`config.mk`:
```
export PLATFORM = sky130hd
export DESIGN_NAME = dm_store_buffer
export DESIGN_NICKNAME = d
export VERILOG_FILES = /design/src/rtl/dm_store_buffer.sv
export SDC_FILE = /design/constraint.sdc
export NUM_CORES = 1
export LEC_CHECK = 0
export ABC_AREA = 0
export CAP_MARGIN = 5
export CORE_UTILIZATION = 45
export DETAILED_ROUTE_END_ITERATION = 12
export GPL_TIMING_DRIVEN = 0
export PLACE_DENSITY = 0.67
export SLEW_MARGIN = 20
export SYNTH_ARGS = -nofsm -noshare
export SYNTH_HDL_FRONTEND = slang
export SYNTH_SLANG_ARGS = --single-unit
```
`constraint.sdc`:
```
create_clock -name clk -period 4.5 [get_ports clk]
set_input_delay 0.45 -clock clk [delete_from_list [all_inputs] [get_ports clk]]
set_output_delay 0.45 -clock clk [all_outputs]
set_load 0.02 [all_outputs]
```
`src/rtl/dm_store_buffer.sv`:
```
// dm_store_buffer: in-order FIFO write buffer between the MEM-stage store path
// and the word-addressed data memory, with youngest-match load forwarding.
// Optional store merging into the youngest entry is enabled by SB_MERGE_EN.
module dm_store_buffer #(
    parameter int DEPTH = 4,
    parameter int PTR_W = 2
) (
    input  logic        clk,
    input  logic        reset,
    input  logic        st_valid,
    output logic        st_ready,
    input  logic [31:0] st_addr,
    input  logic [31:0] st_wd,
    input  logic [31:0] st_pc,
    input  logic [31:0] ld_addr,
    output logic        ld_hit,
    output logic [31:0] ld_data,
    input  logic        drain_stall,
    output logic        dm_we,
    output logic [31:0] dm_addr,
    output logic [31:0] dm_wd,
    output logic [31:0] dm_pc,
    output logic        empty,
    output logic        full
);
    localparam logic [PTR_W:0] DEPTH_C = (PTR_W+1)'(DEPTH);

    logic [31:0]      addr_q [DEPTH];
    logic [31:0]      addr_d [DEPTH];
    logic [31:0]      wd_q   [DEPTH];
    logic [31:0]      wd_d   [DEPTH];
    logic [31:0]      pc_q   [DEPTH];
    logic [31:0]      pc_d   [DEPTH];
    logic [PTR_W-1:0] head_q, head_d, tail_q, tail_d, youngest;
    logic [PTR_W:0]   count_q, count_d;
    logic             push, merge;
    logic [PTR_W-1:0] fwd_idx;
    logic             unused_ld_lsb;

    // Byte offset of the load address never participates in matching.
    assign unused_ld_lsb = ^ld_addr[1:0];
    assign youngest = tail_q - PTR_W'(1);

    // Status flags and the head entry presented to the data memory.
    always_comb begin
        empty   = (count_q == '0);
        full    = (count_q == DEPTH_C);
        dm_we   = !empty && !drain_stall;
        dm_addr = empty ? 32'h0 : addr_q[head_q];
        dm_wd   = empty ? 32'h0 : wd_q[head_q];
        dm_pc   = empty ? 32'h0 : pc_q[head_q];
    end

`ifdef SB_MERGE_EN
    // Merge into the youngest entry unless that entry is leaving this cycle.
    always_comb begin
        merge = st_valid && !empty &&
                (addr_q[youngest][31:2] == st_addr[31:2]) &&
                ((count_q > (PTR_W+1)'(1)) || !dm_we);
    end
`else
    // Every accepted store allocates a fresh entry.
    always_comb begin
        merge = 1'b0;
    end
`endif

    // Acceptance: a full buffer only takes a store it can merge.
    always_comb begin
        st_ready = !full || merge;
        push     = st_valid && st_ready && !merge;
    end

    // Next-state for entries, pointers and occupancy.
    always_comb begin
        addr_d  = addr_q;
        wd_d    = wd_q;
        pc_d    = pc_q;
        head_d  = head_q;
        tail_d  = tail_q;
        count_d = count_q;
        if (push) begin
            addr_d[tail_q] = st_addr;
            wd_d[tail_q]   = st_wd;
            pc_d[tail_q]   = st_pc;
            tail_d         = tail_q + PTR_W'(1);
        end
        if (merge) begin
            addr_d[youngest] = st_addr;
            wd_d[youngest]   = st_wd;
            pc_d[youngest]   = st_pc;
        end
        if (dm_we) head_d = head_q + PTR_W'(1);
        case ({push, dm_we})
            2'b10:   count_d = count_q + (PTR_W+1)'(1);
            2'b01:   count_d = count_q - (PTR_W+1)'(1);
            default: count_d = count_q;
        endcase
    end

    // Forwarding: walk oldest to youngest so the youngest match overwrites.
    always_comb begin
        ld_hit  = 1'b0;
        ld_data = 32'h0;
        fwd_idx = head_q;
        for (int i = 0; i < DEPTH; i++) begin
            fwd_idx = head_q + PTR_W'(i);
            if (((PTR_W+1)'(i) < count_q) &&
                (addr_q[fwd_idx][31:2] == ld_addr[31:2])) begin
                ld_hit  = 1'b1;
                ld_data = wd_q[fwd_idx];
            end
        end
    end

    // State registers; entry storage needs no reset since count gates it.
    always_ff @(posedge clk) begin
        if (reset) begin
            head_q  <= '0;
            tail_q  <= '0;
            count_q <= '0;
        end else begin
            head_q  <= head_d;
            tail_q  <= tail_d;
            count_q <= count_d;
        end
        addr_q <= addr_d;
        wd_q   <= wd_d;
        pc_q   <= pc_d;
    end
endmodule

```
# Word-level counts from Yosys, hierarchy flattened
# Cells that the tools add are included.
# classes
mux,44
n_reduce_logical,12
magnitude_cmp,10
bitwise_logic,5
eq_ne,7
n_addsub,6
# ops
cell,count
2-to-1 mux 32 bit,26
binary-select mux 32 bit (select 2 bit),9
bitwise mux 128 bit,3
equality test 30 bit,4
demux 32 bit (select 2 bit),1
">= comparator 3 bit, second input constant",5
NOT 2 -> 3 bit,5
logical AND 1 bit,7
"< comparator 1 x 3 -> 1 bit, first input constant",2
"< comparator 2 x 3 -> 1 bit, first input constant",2
case mux 3 bit (2 select lines),1
"adder 2 x 1 -> 2 bit, second input constant",2
"adder 2 bit, second input constant",2
2-to-1 mux 1 bit,4
"adder 3 x 1 -> 3 bit, second input constant",1
"equality test 3 bit, second input constant",1
zero test 1 bit,3
zero test 3 bit,1
"< comparator 3 x 1 -> 1 bit, second input constant",1
"subtractor 3 x 1 -> 3 bit, second input constant",1
"equality test 2 x 1 -> 1 bit, second input constant",1
"equality test 2 bit, second input constant",1
nonzero test 2 bit,1
# word_totals
register_bits,391
input_bits,132
word_cells,99
out_inout_bits,133

# Longest topological paths before layout
# Gate-level depths: netlist of run 1.
# logic_depth
depth_word,10
ltp_mapped,16
depth_no_buf,9

# Worst setup path before layout of run 1
# OpenSTA, ideal clock, no wires.
# synth_path
path_kind,register to register
startpoint,register count_q[0]
endpoint,register addr_q[100] (netlist bit) (enable)
required_time_ns,4.034
n_path_buf,0
arrival_ns,3.256
setup_slack_ns,0.777
stages_incl_launch_ff,5
period_less_slack_ns,3.723
cell_sequence,dfxtp_1 -> inv_1 -> ha_1 -> nand2_1 -> and3_1
# synth_between
elab_chain_len,3
# synth_rtl
element,line_no,source
start: declaration,35,"logic [PTR_W:0] count_q, count_d;"
start signal: assignment,125,count_q <= count_d;
equality test 3 bit,47,full = (count_q == DEPTH_C);
zero test 1 bit,70,st_ready = !full || merge;
via st_ready,11,"output logic st_ready,"
logical AND 1 bit,71,push = st_valid && st_ready && !merge;
end signal: assignment,127,addr_q <= addr_d;
end: declaration,28,logic [31:0] addr_q [DEPTH];
# The timed path passes the listed nets, and every way through them passes these cells.
# A chain may end at the register's enable or synchronous reset.

# Final worst setup path of run 1
# layout_path
startpoint,register head_q[0]
endpoint,output port ld_data[31]
# layout_between
elab_chain_len,10
elab_cells_between_ends,43
classes_between,add/sub: 3; eq/ne: 4; mux: 28; bitwise: 4; reduce/logical: 4
# layout_rtl
element,line_no,source
start: declaration,34,"logic [PTR_W-1:0] head_q, head_d, tail_q, tail_d, youngest;"
start signal: assignment,119,head_q <= '0;
start signal: assignment,123,head_q <= head_d;
adder 2 x 1 -> 2 bit or NOT 2 -> 3 bit (tied branches),"107, 109, 111",
NOT 2 -> 3 bit (not written as such) or binary-select mux 32 bit (select 2 bit) (tied branches),"109, 111",
binary-select mux 32 bit (select 2 bit) or 2-to-1 mux 32 bit (tied branches),109,(addr_q[fwd_idx][31:2] == ld_addr[31:2])) begin
2-to-1 mux 32 bit (not written as such),109,
2-to-1 mux 32 bit (not written as such) or equality test 30 bit (tied branches),109,
equality test 30 bit or logical AND 1 bit (tied branches),"109, 108",
logical AND 1 bit or 2-to-1 mux 32 bit (tied branches),108,if (((PTR_W+1)'(i) < count_q) &&
2-to-1 mux 32 bit (2 in series),108,
2-to-1 mux 32 bit (*),108,
end: declaration,17,"output logic [31:0] ld_data,"
# Mark *: on every way between the ends. The rest lies on a longest branch, timed or not. The select of a mux whose other input is x is not followed.

==> results.md, run 1 <==
CTS:
- The number of buffers created by CTS is 45.
- The clock-pin slew on the worst setup and hold paths is 60 ps.
- The worst-skew pair later-pin latency is 590 ps.
- The H-tree generated during clock tree synthesis spans 2 levels.
- The buffer depth of the longest clock path is 3.
- The clock tree root buffer cell is clkbuf_16.
- Counting every sink on the clock net gives 391.
- Buffers inserted to repair hold after CTS numbered 0.
- The clock tree from TritonCTS is built.

Pwr:
- The clock network is responsible for 22.6% of the overall power.
- The share of power burned in registers is 28.4%.
- The switching power is 5.98 mW.
- Net switching is 37.8% of the power.
- The overall power of the completed layout is 15.8 mW.
- For this design the ratio of total power to cell area is 553 nW/um2.
- Per report_power, the combinational group accounts for 49.1% of the total.
- The peak supply drop is 0.000451 V.
- The internal portion of total power is 9.85 mW.
- For this design the static power due to leakage is 9.30 nW.

Worst setup path:
- For this design, the slowest cell found on the critical path is mux4_2.
- In this run the critical register-to-register path is captured at count_q[2].
- The sort of element at the start of the critical path is a flip-flop.
- The endpoint type of the worst setup path is an output pin.
- The startpoint of the worst-slack reg-to-reg timing path is count_q[0].
- Of all nets on the critical path, the largest fanout is 8.
- Traced cell by cell, the critical path runs through buf_12 > buf_12 > buf_12 > bufbuf_16 > mux4_2 > xnor2_1 > nand2_2 > nor4_4 > nand4_1 > o21ai_4 > buf_12 > buf_8 > o211ai_1 > a22oi_2 > buf_6.
- On the worst path, the slowest cell contributes a delay of 530 ps.
- The cell that appears most often on the critical path is buf_12.
- The signal arrival time at the worst endpoint is 4100 ps.
- The required time at the worst-slack endpoint is 4050 ps.
- For the worst flop-to-flop path, the logic depth is 8.
- Broken down by cell family, the worst path's largest delay share belongs to buffers and inverters.
- The slack of the worst reg-to-reg path is 1870 ps.
- The start-to-end type of the worst setup path is reg -> out.
- The number of buffers and inverters on the critical path is 7.

STA:
- On the final layout, the worst hold slack is 487 ps.
- In the finished design, the share of the clock period the worst path needs comes to 101%.
- The max-slew violation count is 0.
- The clock arrives with 23.7 ps of skew.
- The peak clock frequency supported by timing is 220 MHz.
- The summed negative setup slack over all endpoints is -328 ps.
- Setup repair after global routing could not meet its margin everywhere.
- Headroom to the max-slew limit came out at 35.8%.
- The final setup violation count is 10.
- The pin slew with the least headroom to its limit is 963 ps.
- The slack of the critical path is -52.4 ps.
- The number of failing hold endpoints at the final stage came to 0.
- The clock period minus worst slack is 4550 ps.

Logic synthesis:
- In this run, synthesis produced a sequential element count of 391.
- Counting every net in the synthesized netlist gives 1786.
- The post-synthesis instance area is 22000 um2.
- Synthesis handed over a netlist of 1645 instances.
- For this run, the number of Yosys warnings is 0.
- The most frequently used flop master after synthesis is edfxtp_1.
- The portion of the post-synthesis area used by sequential elements is 53.1%.
- The distinct cell type count of the synthesized netlist is 66.
- Counting flops with an async set or reset pin after synthesis yields a share of 0%.
- The synthesized area per cell is 13.4 um2.
- In this run, synthesis inferred 384 flip-flops with an integrated enable.

Final layout:
- For this run, the share of the core covered by cells in the final layout is 59.7%.
- The layout cell share with drive strength beyond 1 is 28.7%.
- The synthesis-to-layout area growth is 30.0%.
- The final layout contains 2144 nets.

Floorplanning:
- The floorplan has 80 rows.
- The I/O pin total is 265.
- The vertical extent of the die is 223 um.
- The total area inside the core boundary comes to 47900 um2.
- The die is 223 um wide.
- The floorplan step defined a die boundary enclosing 49800 um2.
- The starting density of the core is 45.9%.

Route:
- After detailed routing, the number of remaining DRC violations is 0.
- The routed layout has 16.7k vias.
- In this run, the number of DRC markers left after iteration 0 of detailed routing was 1884.
- The post-route antenna net violation count is 0.
- The vias per cell is 6.26.
- Dividing the detail-routed wire length by the instance count gives 28.1 um.
- The post-detailed-routing wire length is 74800 um.
- Before antenna repair, the detailed router went through 5 iterations.

Hold path:
- The origin of the worst min-delay path is st_pc[23].
- Along the worst hold path, the cell count comes to 1.
- The worst hold path endpoint is pc_q[87].
- The classification of the worst-slack hold path is in -> reg.

Place:
- The congestion estimate from routability-driven global placement came to 1.00.
- The detailed-placement wirelength estimate is 50700 um.
- The number of buffers added on ports is 244.

Global routing:
- The first global-routing pass estimated 108000 um of wire.
- The overall fraction of global-route tracks in use is 29.6%.
- The total grt overflow is 0.
- The largest net degree at the start of global routing is 41.
- The via count of the first global-routing pass is 16.3k.
- The number of antenna violations at the first check in global routing is 13.

Job:
- The tool flagged a number of max-cap violations equal to 0.

Status:
- The flow ran to the end, but the final reports show violations.
- The final reports fail on setup timing.
## worst max path at each step
stage | startpoint | to | cells past startpoint
floorplan | count_q[0] | addr_q[100] | 4
global placement | st_valid | wd_q[44] | 2
detailed placement | head_q[1] | ld_data[31] | 13
CTS | head_q[0] | ld_data[31] | 15
global route | head_q[0] | ld_data[31] | 15
finish | head_q[0] | ld_data[31] | 15
## metrics by stage
| step | cells | setup slack, ps | area [um2] |
|---|---|---|---|
| 2_1_floorplan | 1645 | 777 | 22000 |
| 4_1_cts | 2648 | -48.4 | 28100 |
| 3_5_place_dp | 2512 | -1040 | 25400 |
| 6_report | 2659 | -52.4 | 28600 |
| 3_3_place_gp | 2504 | -1410 | 25200 |
| 5_1_grt | 2656 | -101 | 28600 |
## repair_timing
action	in CTS	in global routing
pin swaps	21	14
gates resized for setup	363	127
buffers inserted	49	7
endpoints found under the setup margin	109	93
hold endpoints to repair	0	0
gates cloned	7	0
## area by class of cell
class,count,area (um2)
diodes,7,17.5
fillers,3736,19300
inverters,17,63.8
plain buffers,140,1070
flip-flops and latches,391,11700
repair buffers,314,3340
clock buffers,53,1160
multi-input cells,1094,10200
well taps,615,769
clock inverters,28,289
## cell families (layout without fill, tap and decap cells)
| family | after synthesis | after routing | share of synthesized area [%] |
|---|---|---|---|
| AOI/OAI and AO/OA | 343 | 343 | 10.9 |
| buffers and inverters | 160 | 552 | 3.81 |
| and+or+nand+nor | 324 | 324 | 6.96 |
| muxes | 316 | 316 | 20.7 |
| xor gates and xnor gates | 102 | 102 | 4.06 |
| other | 0 | 7 | 0 |
| DFF | 391 | 391 | 53.1 |
| adders and majority gates | 9 | 9 | 0.512 |
## worst register-to-register path: cells and delay by family, from the launching register on
kind	cells	cell delay [ps]
flops	1	450
buf+inv	2	430
compound gates	1	140
simple gates	3	940
fa+ha+maj	2	600
## layer usage
layer,track usage (%),share of wire (%)
met1,41.2,42
met2,46.2,46
met3,5.93,9.0
met4,10.2,3.4
met5,0,0.079
## cell usage after synthesis, drive strengths merged (3+ instances only)
| library cell | number | area [um2] |
|---|---|---|
| and2 | 6 | 37.5 |
| o21ai | 107 | 543 |
| or3 | 4 | 25.0 |
| a21oi | 78 | 390 |
| nand2b | 3 | 18.8 |
| edfxtp | 384 | 11500 |
| nand3 | 4 | 20.0 |
| nor2b | 57 | 357 |
| a211oi | 14 | 105 |
| ha | 9 | 113 |
| o22ai | 4 | 25.0 |
| nor3 | 3 | 15.0 |
| o211ai | 36 | 284 |
| xor2 | 27 | 236 |
| inv | 17 | 63.8 |
| nor4 | 10 | 68.8 |
| nand2 | 116 | 435 |
| clkbuf | 68 | 255 |
| mux2 | 76 | 860 |
| a2111oi | 35 | 332 |
| dfxtp | 7 | 140 |
| o2111ai | 5 | 43.8 |
| xnor2 | 75 | 657 |
| buf | 75 | 519 |
| a22oi | 37 | 433 |
| nand4 | 17 | 106 |
| a2bb2oi | 4 | 35.0 |
| mux2i | 138 | 1400 |
| and3 | 6 | 37.5 |
| o221ai | 4 | 35.0 |
| a221oi | 7 | 67.6 |
| mux4 | 102 | 2300 |
| nor2 | 89 | 334 |
## power groups by stage
| stage | logic [mW] | registers (mW) | clock network (mW) |
|---|---|---|---|
| 6_report | 7.77 | 4.49 | 3.57 |
| 5_1_grt | 8.10 | 4.51 | 3.75 |
| 4_1_cts | 7.58 | 4.48 | 3.63 |
| 3_5_place_dp | 6.85 | 4.54 | 0 |
| 3_3_place_gp | 6.76 | 4.58 | 0 |
| 2_1_floorplan | 4.16 | 4.52 | 0 |
## cells in the final DEF (no fill, tap or decap), drive strengths merged, types with 5 or more instances in the layout
master / n
dlygate4sd2: 5
a22oi: 37
nor2b: 57
and2: 6
o2111ai: 5
a21oi: 78
dlymetal6s2s: 6
o21ai: 107
clkinv: 20
dfxtp: 7
xnor2: 75
mux2: 76
o211ai: 36
mux4: 102
a221oi: 7
diode: 7
nand4: 17
ha: 9
clkdlybuf4s50: 201
and3: 6
buf: 175
inv: 19
nor4: 10
xor2: 27
clkbuf: 119
mux2i: 138
nor2: 89
a211oi: 14
a2111oi: 35
nand2: 116
edfxtp: 384
## registers in the layout (all words and copies together), names as in the netlist
name,flops
pc_q,128
tail_q,2
count_q,3
head_q,2
addr_q,128
wd_q,128
Note: power is estimated with default switching activity, not from simulation.
==> inputs of run 2 (changes only) <==
CORE_UTILIZATION = 57   (was 45)
PLACE_DENSITY = 0.81   (was 0.67)
==> run 2 against run 1 <==
The run still ends with setup timing left. Clock skew is 18 ps higher. Cell count decreased by 4.9%. Die area fell by 21%. Wire length decreased by 1.6%. Sequential power about the same.
==> results.md, run 2 (synthesis gave the netlist of run 1 again) <==
STA:
- The number of failing hold endpoints at the final stage came to 0.
- Clock skew on the completed layout was measured at 42.0 ps.
- The final setup violation count is 31.
- The period utilization is 105%.
- The worst pin sits at a relative slew slack of 40.9%.
- Setup repair after global routing could not meet its margin everywhere.
- The pin slew with the least headroom to its limit is 886 ps.
- The max-slew violation count is 0.
- Derived from the worst setup path, the maximum achievable clock frequency is 212 MHz.
- In the post-route analysis, the smallest setup slack over all paths is -218 ps.
- Hold is met by 483 ps.
- The summed negative setup slack over all endpoints is -3980 ps.
- The smallest clock period supported by the final layout is computed as 4720 ps.

CTS:
- The clock tree root buffer cell is clkbuf_16.
- The worst-skew pair later-pin latency is 600 ps.
- The number of buffers created by CTS is 42.
- Hold repair after CTS inserted 0 buffers.
- After clock tree synthesis, the clock-pin slew on the worst setup and hold paths is 60 ps.
- The maximum level of the CTS H-tree is 2.
- The total number of clock tree sinks is 391.
- The clock tree from TritonCTS is built.
- The buffer depth of the longest clock path is 3.

Route:
- The total number of vias is 17.1k.
- For this block, the routed nets add up to 73500 um of wire.
- Before antenna repair, the detailed router went through 6 iterations.
- The post-route antenna net violation count is 0.
- The final routed DRC violation total is 0.
- The vias per cell is 6.75.
- In the final routed layout, each cell accounts on average for 29.1 um.
- The DRC marker count from the first detailed-route iteration is 1988.

Global routing:
- The overall fraction of global-route tracks in use is 37.4%.
- The global-route wire length before repair is 107000 um.
- The via count of the first global-routing pass is 17.0k.
- The number of antenna violations at the first check in global routing was 9.
- For this run the aggregate overflow at the end of global routing stands at 0.
- Entering global routing, the biggest net connects 44 pins.

Worst setup path:
- In this run the critical register-to-register path is captured at count_q[2].
- For the worst setup path, the data arrival time is 4270 ps.
- For the worst setup path, the data required time is 4050 ps.
- The worst register-to-register path begins at count_q[0].
- Measured in cells, the most critical reg-to-reg path has a length of 8.
- Along the worst path, the maximum fanout reaches 8.
- The sort of element at the start of the critical path is a flip-flop.
- The start-to-end type of the worst setup path is reg -> out.
- Across all register-to-register paths, the minimum setup slack is 1880 ps.
- The endpoint type of the worst setup path is an output pin.

Pwr:
- Dividing total power by cell area gives a power density of 556 nW/um2.
- Overall power consumption after layout is estimated at 15.6 mW.
- For this design the static power due to leakage is 9.07 nW.
- The peak supply drop is 0.000443 V.

Floorplanning:
- 265 I/O pins were placed.
- The die covers 39400 um2.
- In this run the horizontal extent of the chip is 198 um.
- The die is 198 um tall.
- The placeable core area is 37800 um2.
- The number of standard-cell rows in the floorplan is 71.
- The initial utilization of the core area, before any placement, comes to 58.1%.

Status:
- The final reports fail on setup timing.
- The run finished, with violations left.

Final layout:
- The final-stage net count is 2127.
- The synthesis-to-layout area growth is 27.1%.
- The post-route netlist has 26.3% of its cells at a drive strength greater than 1.
- In the final layout, the registers with the most flip-flops are addr_q: 128 flops, pc_q: 128 flops, wd_q: 128 flops.
- The number of non-filler instances in the completed layout is 2529.
- After filler insertion, the fill cell instance count of the layout stands at 2453.
- The post-route cell area is 28000 um2.
- The final standard cell utilization of the core is 73.9%.
- The commonest non-fill, non-tap cell in the layout is edfxtp_1.
- In the layout the commonest cells are edfxtp_1, clkdlybuf4s50_1, mux2i_1, nand2_1, o21ai_0.

Job:
- The tool flagged a number of max-cap violations equal to 0.

Place:
- The count of buffers added on input and output ports is 244.
- At the placement stage, the worst setup path has a slack of -1260 ps.
- Summed over all nets, the half-perimeter wirelength after detailed placement is 48900 um.
- The final estimated routing congestion in global placement is 0.988.
- In this run the cell area measured after placement is 25300 um2.
- The number of placed instances, taps included, is 2408.

Hold path:
- The origin of the worst min-delay path is st_wd[31].
- In this run the worst hold path is classified as in -> reg.
- For hold timing, the worst endpoint is wd_q[63].
- Along the worst hold path, the cell count comes to 1.
==> run 2: changes by cell type in the layout (fill, tap and decap cells not counted), moves of 4 or more <==
cell             delta
buf_2               -4
clkbuf_2            +5
clkinv_2            -5
a2111oi_2          -11
a2111oi_0          +10
dlymetal6s2s_1      -5
clkdlybuf4s50_1     +5
a2111oi_1           +4
buf_4               -8
mux2i_2            -10
mux2i_1            +12
==> run 2: per-layer routing <==
metal | share of wire (%) | up-vias | track usage (%)
li1 | - | 7100 | -
met1 | 37 | 8439 | 50.5
met2 | 45 | 1283 | 57.2
met3 | 13 | 250 | 10.1
met4 | 4.6 | 10 | 16.3
met5 | 0.087 | - | 0
==> run 2: area by class of cell <==
type	count	area, um2	share of cell area [%]
Sequential cell	391	11700	41.8
Multi-Input combinational cell	1094	10000	35.9
Timing Repair Buffer	299	3110	11.1
Clock buffer	49	1100	3.93
Buffer	141	1070	3.81
Tap cell	511	639	2.29
Clock inverter	22	254	0.908
Inverter	17	67.6	0.242
Antenna cell	5	12.5	0.0447
==> run 2: repair_timing <==
item,CTS,global route
buffers inserted,24,19
gates cloned,3,1
pin swaps,11,18
resized for setup,315,119
endpoints found under the setup margin,109,100
==> run 2: how the worst max path moves through the flow <==
stage / startpoint / end / slack, ps / cells after the start
6_report: head_q[0] / ld_data[31] / -220 / 14
5_1_grt: head_q[0] / ld_data[31] / -240 / 14
4_1_cts: head_q[0] / ld_data[10] / -160 / 14
3_5_place_dp: head_q[1] / ld_data[31] / -1260 / 15
3_3_place_gp: head_q[1] / ld_data[31] / -1290 / 15
2_1_floorplan: count_q[0] / addr_q[100] / 780 / 4
==> run 2: report_power, final <==
| group | total, mW | leakage, nW | switching [mW] | internal (mW) |
|---|---|---|---|---|
| sequential | 4.49 | 3.58 | 0.157 | 4.34 |
| clock | 3.48 | 0.651 | 1.49 | 1.99 |
| combinational | 7.59 | 4.83 | 4.28 | 3.30 |
==> run 2: critical path: stages, from the launching register on <==
cell and delay, ps:
dfxtp_4 390, buf_12 150, buf_16 110, buf_12 120, buf_12 130, mux4_2 580
xnor2_4 260, nand4_1 240, nor4_4 430, nand4_1 230, o21ai_4 230, buf_6 200
o211ai_1 120, a22oi_2 290, buf_6 160
